### config.mk
export PLATFORM = sky130hd
export DESIGN_NAME = parking_gate_scheduler
export DESIGN_NICKNAME = d
export VERILOG_FILES = /design/src/rtl/parking_gate_scheduler.sv
export SDC_FILE = /design/constraint.sdc
export NUM_CORES = 1
export LEC_CHECK = 0
export CELL_PAD_IN_SITES_DETAIL_PLACEMENT = 0
export CELL_PAD_IN_SITES_GLOBAL_PLACEMENT = 1
export CORE_AREA = 2 2 66 68
export DETAILED_ROUTE_END_ITERATION = 16
export DIE_AREA = 0 0 68 70
export PLACE_DENSITY_LB_ADDON = 0.1
export SYNTH_ARGS = -nofsm -noshare
export SYNTH_HDL_FRONTEND = slang
export SYNTH_SLANG_ARGS = --single-unit
### constraint.sdc
create_clock -name clk -period 2 [get_ports clk]
set_input_delay 0.5 -clock clk [delete_from_list [all_inputs] [get_ports clk]]
set_output_delay 0.5 -clock clk [all_outputs]
set_load 0.005 [all_outputs]
### src/rtl/parking_gate_scheduler.sv
// Central car-park scheduler: serialises per-gate entry/exit requests, owns the
// occupancy count and grants one barrier opening at a time (exits win over entries).
module parking_gate_scheduler #(
    parameter int NUM_GATES   = 4,
    parameter int CAPACITY    = 16,
    parameter int CNT_W       = 5,
    parameter int OPEN_CYCLES = 8
) (
    input  logic                 clk,
    input  logic                 reset_n,
    input  logic [NUM_GATES-1:0] entry_req,
    input  logic [NUM_GATES-1:0] exit_req,
    output logic [NUM_GATES-1:0] entry_grant,
    output logic [NUM_GATES-1:0] exit_grant,
    output logic [NUM_GATES-1:0] deny,
    output logic                 busy,
    output logic [CNT_W-1:0]     occupancy,
    output logic                 lot_full,
    output logic                 lot_empty
);

    localparam int PTR_W = (NUM_GATES > 1) ? $clog2(NUM_GATES) : 1;
    localparam int OC_W  = (OPEN_CYCLES > 1) ? $clog2(OPEN_CYCLES) : 1;
    localparam logic [CNT_W-1:0] CAP       = CNT_W'(CAPACITY);
    localparam logic [CNT_W-1:0] CAP_M1    = CNT_W'(CAPACITY - 1);
    localparam logic [CNT_W-1:0] ONE       = CNT_W'(1);
    localparam logic [OC_W-1:0]  OPEN_LAST = OC_W'(OPEN_CYCLES - 1);

    typedef enum logic [1:0] {IDLE, OPEN, CLOSE} state_t;

    state_t                 state_q;
    logic [PTR_W-1:0]       entryPtr_q, exitPtr_q;
    logic [PTR_W-1:0]       entryPtr_d, exitPtr_d;
    logic [OC_W-1:0]        openCnt_q;
    logic [CNT_W-1:0]       occ_q;
    logic [NUM_GATES-1:0]   entryGrant_q, exitGrant_q, deny_q;
    logic                   busy_q, full_q, empty_q;

    logic [PTR_W:0]         exitPick, entryPick;
    logic                   exitHit, entryHit;
    logic [PTR_W-1:0]       exitIdx, entryIdx;
    logic [NUM_GATES-1:0]   winOneHot;

    // Round-robin search: lowest offset from ptr wins, so scan offsets high-to-low.
    function automatic logic [PTR_W:0] pick(input logic [NUM_GATES-1:0] req,
                                            input logic [PTR_W-1:0]     ptr);
        logic [PTR_W:0] res;
        int             j;
        res = '0;
        for (int i = NUM_GATES - 1; i >= 0; i--) begin
            j = (int'(ptr) + i) % NUM_GATES;
            if (req[j]) res = {1'b1, PTR_W'(j)};
        end
        return res;
    endfunction

    function automatic logic [PTR_W-1:0] nextPtr(input logic [PTR_W-1:0] idx);
        return (int'(idx) == NUM_GATES - 1) ? '0 : idx + 1'b1;
    endfunction

    always_comb begin
        exitPick   = pick(exit_req, exitPtr_q);
        entryPick  = pick(entry_req, entryPtr_q);
        exitHit    = exitPick[PTR_W];
        exitIdx    = exitPick[PTR_W-1:0];
        entryHit   = entryPick[PTR_W];
        entryIdx   = entryPick[PTR_W-1:0];
        exitPtr_d  = nextPtr(exitIdx);
        entryPtr_d = nextPtr(entryIdx);
        winOneHot  = '0;
        winOneHot[exitHit ? exitIdx : entryIdx] = 1'b1;
    end

    always_ff @(posedge clk or negedge reset_n) begin
        if (!reset_n) begin
            state_q      <= IDLE;
            entryPtr_q   <= '0;
            exitPtr_q    <= '0;
            openCnt_q    <= '0;
            occ_q        <= '0;
            entryGrant_q <= '0;
            exitGrant_q  <= '0;
            deny_q       <= '0;
            busy_q       <= 1'b0;
            full_q       <= 1'b0;
            empty_q      <= 1'b1;
        end else begin
            deny_q <= '0;
            case (state_q)
                IDLE: begin
                    if (exitHit) begin
                        exitPtr_q <= exitPtr_d;
                        if (empty_q) begin
                            deny_q <= winOneHot;
                        end else begin
                            state_q     <= OPEN;
                            busy_q      <= 1'b1;
                            exitGrant_q <= winOneHot;
                            openCnt_q   <= OPEN_LAST;
                            occ_q       <= occ_q - ONE;
                            empty_q     <= (occ_q == ONE);
                            full_q      <= 1'b0;
                        end
                    end else if (entryHit) begin
                        entryPtr_q <= entryPtr_d;
                        if (full_q) begin
                            deny_q <= winOneHot;
                        end else begin
                            state_q      <= OPEN;
                            busy_q       <= 1'b1;
                            entryGrant_q <= winOneHot;
                            openCnt_q    <= OPEN_LAST;
                            occ_q        <= occ_q + ONE;
                            full_q       <= (occ_q == CAP_M1);
                            empty_q      <= 1'b0;
                        end
                    end
                end
                OPEN: begin
                    if (openCnt_q == '0) begin
                        state_q      <= CLOSE;
                        entryGrant_q <= '0;
                        exitGrant_q  <= '0;
                    end else begin
                        openCnt_q <= openCnt_q - 1'b1;
                    end
                end
                CLOSE: begin
                    state_q <= IDLE;
                    busy_q  <= 1'b0;
                end
                default: begin
                    state_q      <= IDLE;
                    busy_q       <= 1'b0;
                    entryGrant_q <= '0;
                    exitGrant_q  <= '0;
                end
            endcase
        end
    end

    assign entry_grant = entryGrant_q;
    assign exit_grant  = exitGrant_q;
    assign deny        = deny_q;
    assign busy        = busy_q;
    assign occupancy   = occ_q;
    assign lot_full    = full_q;
    assign lot_empty   = empty_q;

    logic unusedCap;
    assign unusedCap = ^CAP;

endmodule
# Word level (Yosys, flattened, before mapping)
# Index checks and enable logic that the tools add are counted.
# W data, S select, Z words.
word_totals:
  reg_bits: 29
  wordCells: 157
  input_bits: 10
  output_inout_bits: 20
classes:
  addsub: 11
  mux: 77
  n_reduce_logical: 21
  n_eq_ne: 18
  n_lt_le_gt_ge: 10
  bitwise: 9
op_table:
  columns: ["cell", "n"]
  rows:
  - ["$mux W4", 11]
  - ["$mux W3", 13]
  - ["$mux W1", 27]
  - ["$lt A3 B4 Y1 const B", 6]
  - ["$pmux W4 S3", 2]
  - ["$mux W5", 4]
  - ["$bmux W1 S2", 8]
  - ["$mux W2", 8]
  - ["$ne A2 B2 Y1 const B", 8]
  - ["$reduce_and A4 Y1", 4]
  - ["$reduce_or A2 Y1", 6]
  - ["$reduce_and A5 Y1", 2]
  - ["$lt A2 B3 Y1 const B", 3]
  - ["$ne A3 B3 Y1 const B", 3]
  - ["$reduce_and A3 Y1", 3]
  - ["$add A2 B1 Y2 const B", 4]
  - ["$add A2 B2 Y2 const B", 4]
  - ["$and A1 B1 Y1 const A", 6]
  - ["$eq A2 B1 Y1 const B", 3]
  - ["$pmux W3 S2", 1]
  - ["$add A5 B1 Y5 const B", 1]
  - ["$eq A5 B1 Y1 const B", 1]
  - ["$eq A5 B4 Y1 const B", 1]
  - ["$sub A5 B1 Y5 const B", 1]
  - ["other kinds (13)", 16]

# Longest topological paths before layout
logic_depth:
  word_depth: 19
  mapped_depth: 8
  depth_no_buf: 7

# Worst setup path before layout
# Ideal clock, no wire load.
synth_path:
  path_type: "input to register"
  startpoint: "input port exit_req[0]"
  endpoint: "register entryGrant_q[3] (netlist: entry_grant[3])"
  arrival_time_ns: 1.941
  setup_time_ns: 0.075
  n_path_buf: 1
  path_slack_ns: -0.016
  path_stages: 6
  t_required_ns: 1.925
  path_cell_list: "or4_4 buf_6 nor4_4 o21ai_2 or3_4 o21ai_2"
synth_via:
  elab_chain_cells: 16
  elab_cells_between_ends: 27
  classes_between: "2 x order compare; 1 x eq/ne; 22 x mux; 2 x reduce/logical"
synth_lines:
  columns: ["element", "line_no", "text"]
  rows:
  - ["start, declared", "12", "input logic [NUM_GATES-1:0] exit_req,"]
  - ["$bmux W1 S2", "52", "if (req[j]) res = {1'b1, PTR_W'(j)};"]
  - ["$mux W1 (not written as such) (2 in series)", "52", null]
  - ["$mux W3 (3 in series)", "52", null]
  - ["$mux W3 (*)", "52", null]
  - ["$mux W2", "71", "winOneHot[exitHit ? exitIdx : entryIdx] = 1'b1;"]
  - ["$lt A2 B3 Y1 (not written as such) / $ge A2 B1 Y1 (equally long branches)", "71", null]
  - ["$logic_and A1 B1 Y1 (not written as such)", "71", null]
  - ["$mux W1", "71", null]
  - ["$demux W1 S2", "71", null]
  - ["$mux W4", "106", "if (full_q) begin"]
  - ["$mux W4", "104", "end else if (entryHit) begin"]
  - ["$mux W4", "91", "if (exitHit) begin"]
  - ["$pmux W4 S3", "89", "case (state_q)"]
  - ["end signal, assigned", "111", "entryGrant_q <= winOneHot;"]
  - ["end, declared", "36", "logic [NUM_GATES-1:0] entryGrant_q, exitGrant_q, deny_q;"]
# Every way passes the cells marked *; elsewhere a longest branch is shown, timed or not. The select of a mux whose other input is x is not followed.
# A chain may end at the register's enable or synchronous reset.

# Worst setup path after layout
layout_path:
  startpoint: "input port exit_req[1]"
  endpoint: "register occ_q[3] (netlist: occupancy[3])"
layout_via:
  elab_chain_cells: 9
  elab_cells_between_ends: 20
  classes_between: "2 x eq/ne; 16 x mux; 2 x reduce/logical"
layout_lines:
  columns: ["element", "line_no", "text"]
  rows:
  - ["$bmux W1 S2", "52", null]
  - ["$mux W1 (not written as such) (2 in series)", "52", null]
  - ["$mux W3 (3 in series)", "52", null]
  - ["$mux W3 (*)", "52", null]
  - ["$ne A2 B2 Y1 (no source line), or another cell as far along", null, null]
  - ["$reduce_and A4 Y1 (no source line)", null, null]
  - ["end signal, assigned", "100", "occ_q <= occ_q - ONE;"]
  - ["end signal, assigned", "113", "occ_q <= occ_q + ONE;"]
  - ["end, declared", "35", "logic [CNT_W-1:0] occ_q;"]
# Marks and branches as above.

==> flow_summary.html <==
<table>
<tr><th>Metric</th><th>Value</th></tr>
<tr><th colspan="2">Synth</th></tr>
<tr><td>Average size of a mapped cell</td><td>9.48 µm²</td></tr>
<tr><td>Number of enable flip-flop cells after synthesis</td><td>0</td></tr>
<tr><td>Cell type with the largest total area after synthesis</td><td>dfrtp_1</td></tr>
<tr><td>Area share of the leading cell type in the synthesized netlist</td><td>0.453</td></tr>
<tr><td>FFs w/ async S/R, synth</td><td>1.00</td></tr>
<tr><td>Synth Net Count</td><td>179</td></tr>
<tr><td>Number of warnings issued by yosys</td><td>0</td></tr>
<tr><td>Top post-synthesis cells by count</td><td>dfrtp_1, nor2_1, o21ai_0, nand2_1, a21oi_1</td></tr>
<tr><td>Portion of the post-synthesis area used by sequential elements</td><td>0.470</td></tr>
<tr><td>Largest cells by area after synthesis</td><td>dfrtp_1, o21ai_0, ha_1</td></tr>
<tr><td>Post-Syn Instances</td><td>163</td></tr>
<tr><td>Main synth FF type</td><td>dfrtp_1</td></tr>
<tr><td>Distinct cells, synth</td><td>42</td></tr>
<tr><td>Synthesized flop and latch total</td><td>29</td></tr>
<tr><td>Dominant cell by count in the synthesized netlist</td><td>dfrtp_1</td></tr>
<tr><td>Post-Syn Area</td><td>1550 µm²</td></tr>
<tr><th colspan="2">Worst setup path</th></tr>
<tr><td>Cell breakdown of the critical path</td><td>dlygate4sd2_1 -&gt; or4_4 -&gt; nor3_4 -&gt; o21ai_1 -&gt; buf_4 -&gt; buf_12 -&gt; a21oi_2 -&gt; xor2_1</td></tr>
<tr><td>Arrival @ worst endpoint</td><td>2.15 ns</td></tr>
<tr><td>R2r setup slk</td><td>0.19 ns</td></tr>
<tr><td>Largest stage delay, worst path</td><td>0.58 ns</td></tr>
<tr><td>WP data required</td><td>2.21 ns</td></tr>
<tr><td>Kind of capture point of the worst setup path</td><td>flop</td></tr>
<tr><td>Critical Path Slowest Stage Cell</td><td>or4_4</td></tr>
<tr><td>Class of the most critical setup path</td><td>in -&gt; reg</td></tr>
<tr><td>Element type at the critical path start</td><td>input pin</td></tr>
<tr><td>CP Max Fanout</td><td>6</td></tr>
<tr><th colspan="2">Route</th></tr>
<tr><td>Final WL</td><td>3750 µm</td></tr>
<tr><td>Via count normalized by instance count</td><td>4.98</td></tr>
<tr><td>Routed WL per cell</td><td>13.7 µm</td></tr>
<tr><td>Number of detailed-routing iterations run before antenna repair</td><td>4</td></tr>
<tr><td>Post-detailed-route count of antenna-violating nets</td><td>0</td></tr>
<tr><td>Count of vias placed by the detailed router</td><td>1370</td></tr>
<tr><td>Post-detailed-route DRC marker count</td><td>0</td></tr>
<tr><td>Number of DRC violations after detailed-routing iteration 0</td><td>48</td></tr>
<tr><th colspan="2">Run status</th></tr>
<tr><td>Status</td><td>completed</td></tr>
<tr><th colspan="2">STA</th></tr>
<tr><td>Final worst clock skew</td><td>0.00407 ns</td></tr>
<tr><td>Clock period minus worst slack</td><td>1.94 ns</td></tr>
<tr><td>Count of final max-slew check failures</td><td>0</td></tr>
<tr><td>Setup repair after global routing missed its margin</td><td>true</td></tr>
<tr><td>Worst relative slew slack</td><td>0.721</td></tr>
<tr><td>Worst Tran Pin Value</td><td>0.419 ns</td></tr>
<tr><td>Min setup slack post-route</td><td>0.0575 ns</td></tr>
<tr><td>Number of hold violations in the final report</td><td>0</td></tr>
<tr><td>Final setup vio count</td><td>0</td></tr>
<tr><td>Top achievable clock speed</td><td>515 MHz</td></tr>
<tr><td>WHS</td><td>0.479 ns</td></tr>
<tr><td>Final period util</td><td>0.971</td></tr>
<tr><th colspan="2">Power and ir drop</th></tr>
<tr><td>Peak supply drop</td><td>0.000872 V</td></tr>
<tr><td>Switching power share of the total</td><td>0.377</td></tr>
<tr><td>Clock network fraction of design power</td><td>0.150</td></tr>
<tr><td>Leakage dissipation</td><td>1.03 nW</td></tr>
<tr><td>Switching power</td><td>1.18 mW</td></tr>
<tr><td>Cell area power density</td><td>1400 nW/µm²</td></tr>
<tr><td>Reg power frac</td><td>0.340</td></tr>
<tr><td>Power Internal</td><td>1.95 mW</td></tr>
<tr><td>Combinational power share</td><td>0.510</td></tr>
<tr><th colspan="2">Floorplan</th></tr>
<tr><td>Initial core utilization</td><td>0.373</td></tr>
<tr><td>Number of top-level pins</td><td>30</td></tr>
<tr><td>Floorplan die height</td><td>70 µm</td></tr>
<tr><td>Total number of placement rows</td><td>24</td></tr>
<tr><td>Total die area</td><td>4760 µm²</td></tr>
<tr><td>Width of the die</td><td>68 µm</td></tr>
<tr><td>Core box area</td><td>4140 µm²</td></tr>
<tr><th colspan="2">Clock tree</th></tr>
<tr><td>Count of hold-fix buffers inserted at cts</td><td>0</td></tr>
<tr><td>Clock sink count</td><td>29</td></tr>
<tr><td>CTS tree</td><td>done</td></tr>
<tr><td>Maximum level of the CTS H-tree</td><td>2</td></tr>
<tr><td>Number of CTS-inserted buffers</td><td>5</td></tr>
<tr><td>Clock-pin slew reported for the worst setup and hold paths after clock tree synthesis</td><td>0.07 ns</td></tr>
<tr><td>Clock Latency Late Sink</td><td>0.28 ns</td></tr>
<tr><td>CTS Root Cell</td><td>clkbuf_8</td></tr>
<tr><td>Clock tree buffer depth</td><td>2</td></tr>
<tr><th colspan="2">Finish</th></tr>
<tr><td>Total Nets Final</td><td>238</td></tr>
<tr><td>Layout cell share with drive strength beyond 1</td><td>0.251</td></tr>
<tr><td>Final core utilization</td><td>0.540</td></tr>
<tr><td>Antenna cells</td><td>0</td></tr>
<tr><td>Finished layout cell area</td><td>2240 µm²</td></tr>
<tr><td>Synthesis-to-layout area growth</td><td>44.9%</td></tr>
<tr><td>Filler instances</td><td>400</td></tr>
<tr><th colspan="2">Run</th></tr>
<tr><td>MaxCap Viol Count</td><td>0</td></tr>
<tr><th colspan="2">Placed design</th></tr>
<tr><td>Gp weighted congestion</td><td>0.725</td></tr>
<tr><td>Area of placed instances</td><td>2050 µm²</td></tr>
<tr><td>Port Buf Inserts</td><td>29</td></tr>
<tr><td>Pre-CTS setup slack</td><td>-0.441 ns</td></tr>
<tr><td>Detailed-placement wirelength estimate</td><td>2740 µm</td></tr>
<tr><th colspan="2">GRT</th></tr>
<tr><td>Met3 Usage GRT</td><td>0.0451</td></tr>
<tr><td>Most Used Layer, Global Route</td><td>met2</td></tr>
<tr><td>Antenna violations before repair</td><td>0</td></tr>
<tr><td>Met1 capacity usage during global routing</td><td>0.216</td></tr>
<tr><td>First-pass GRT wire length</td><td>6670 µm</td></tr>
<tr><td>Pin count of the biggest net entering global routing</td><td>30</td></tr>
<tr><td>Residual overflow from global routing</td><td>0</td></tr>
<tr><td>Grt met2 use</td><td>0.320</td></tr>
<tr><td>Overall routing resource usage</td><td>0.186</td></tr>
<tr><td>Via count of the first global-routing pass</td><td>1489</td></tr>
<tr><th colspan="2">Min path</th></tr>
<tr><td>Hold crit path type</td><td>reg -&gt; reg</td></tr>
</table>
-- cell usage in the layout (no fill, tap or decap), types with 2 or more instances in the layout --
cell type and instances:
a32oi_1 2, nand2b_1 4, nand2_1 17, o21ai_0 15
nor2_1 18, clkdlybuf4s50_1 21, nor4_4 3, xnor2_1 4
a22o_2 2, o21ai_2 5, nor3_1 3, a21oi_1 10
o21ai_1 4, inv_1 11, dlymetal6s2s_1 4, dfrtp_1 28
clkinv_2 2, ha_1 6, xor2_1 2, a21oi_2 3
buf_4 25, a31oi_1 2, clkbuf_8 5, dlygate4sd2_1 3
-- timing repair --
action / in CTS / in global routing
pin swaps: 7 / 7
setup buffers: 2 / 1
endpoints found under the setup margin: 17 / 14
resized for setup: 14 / 8
-- power groups by stage --
stage	sequential, mW	combinational, mW	clock [mW]
2_1_floorplan	1.03	0.814	0
3_3_place_gp	1.06	1.48	0
3_5_place_dp	1.07	1.51	0
4_1_cts	1.07	1.61	0.493
5_1_grt	1.11	1.81	0.519
6_report	1.06	1.60	0.471
-- routing by layer --
metal / vias to the layer above / part of all wire
met5: - / 0
met4: 0 / 0.018
met3: 6 / 0.037
met2: 23 / 0.52
met1: 647 / 0.43
li1: 694 / -
-- flip-flops by register name (all words and copies together), names as in the netlist, 2 cells and up --
name         flops
exit_grant       4
openCnt_q        3
state_q          2
entry_grant      4
exitPtr_q        2
entryPtr_q       2
occupancy        5
deny             4
-- kinds of logic after synthesis --
kind of cell             after synthesis  synth area share
flip-flops                            29             0.470
XOR/XNOR                               6            0.0340
AO/OA/AOI/OAI                         49             0.198
adder cells (fa/ha/maj)                6            0.0486
multiplexers                           2            0.0138
AND/OR/NAND/NOR                       57             0.196
buffers and inverters                 14            0.0397
-- critical path: cells and delay by family --
family | cells | cell delay, ns
xor gates and xnor gates | 1 | 0.15
and+or+nand+nor | 2 | 0.77
AOI/OAI and AO/OA | 2 | 0.18
buffers and inverters | 3 | 0.53
-- cell type report --
class,count,area (µm²),share of cell area
Tap cell,52,65.1,0.0291
Clock buffer,5,68.8,0.0307
Sequential cell,29,727,0.325
Multi-Input combinational cell,120,815,0.364
Timing Repair Buffer,55,504,0.225
Inverter,11,41.3,0.0184
Clock inverter,3,17.5,0.00783
-- path summary, 6_finish.rpt --
kind	start	end	cells past startpoint
worst max register to register	openCnt_q[0]	entry_grant[2]	9
max in group asynchronous	reset_n	lot_empty	2
worst max-delay path	exit_req[1]	occupancy[3]	8
worst min register to register	exit_grant[0]	exit_grant[0]	2
worst min-delay path	exit_grant[0]	exit_grant[0]	2
min in group asynchronous	reset_n	deny[0]	2
-- through the flow --
step,TNS [ns],power (mW),cells
finish,0,3.13,275
global route,-0.000925,3.43,275
CTS,0,3.17,274
detailed placement,-8.19,2.58,264
global placement,-8.15,2.54,264
floorplan,-0.0631,1.85,163
(Power assumes the default switching activity.)
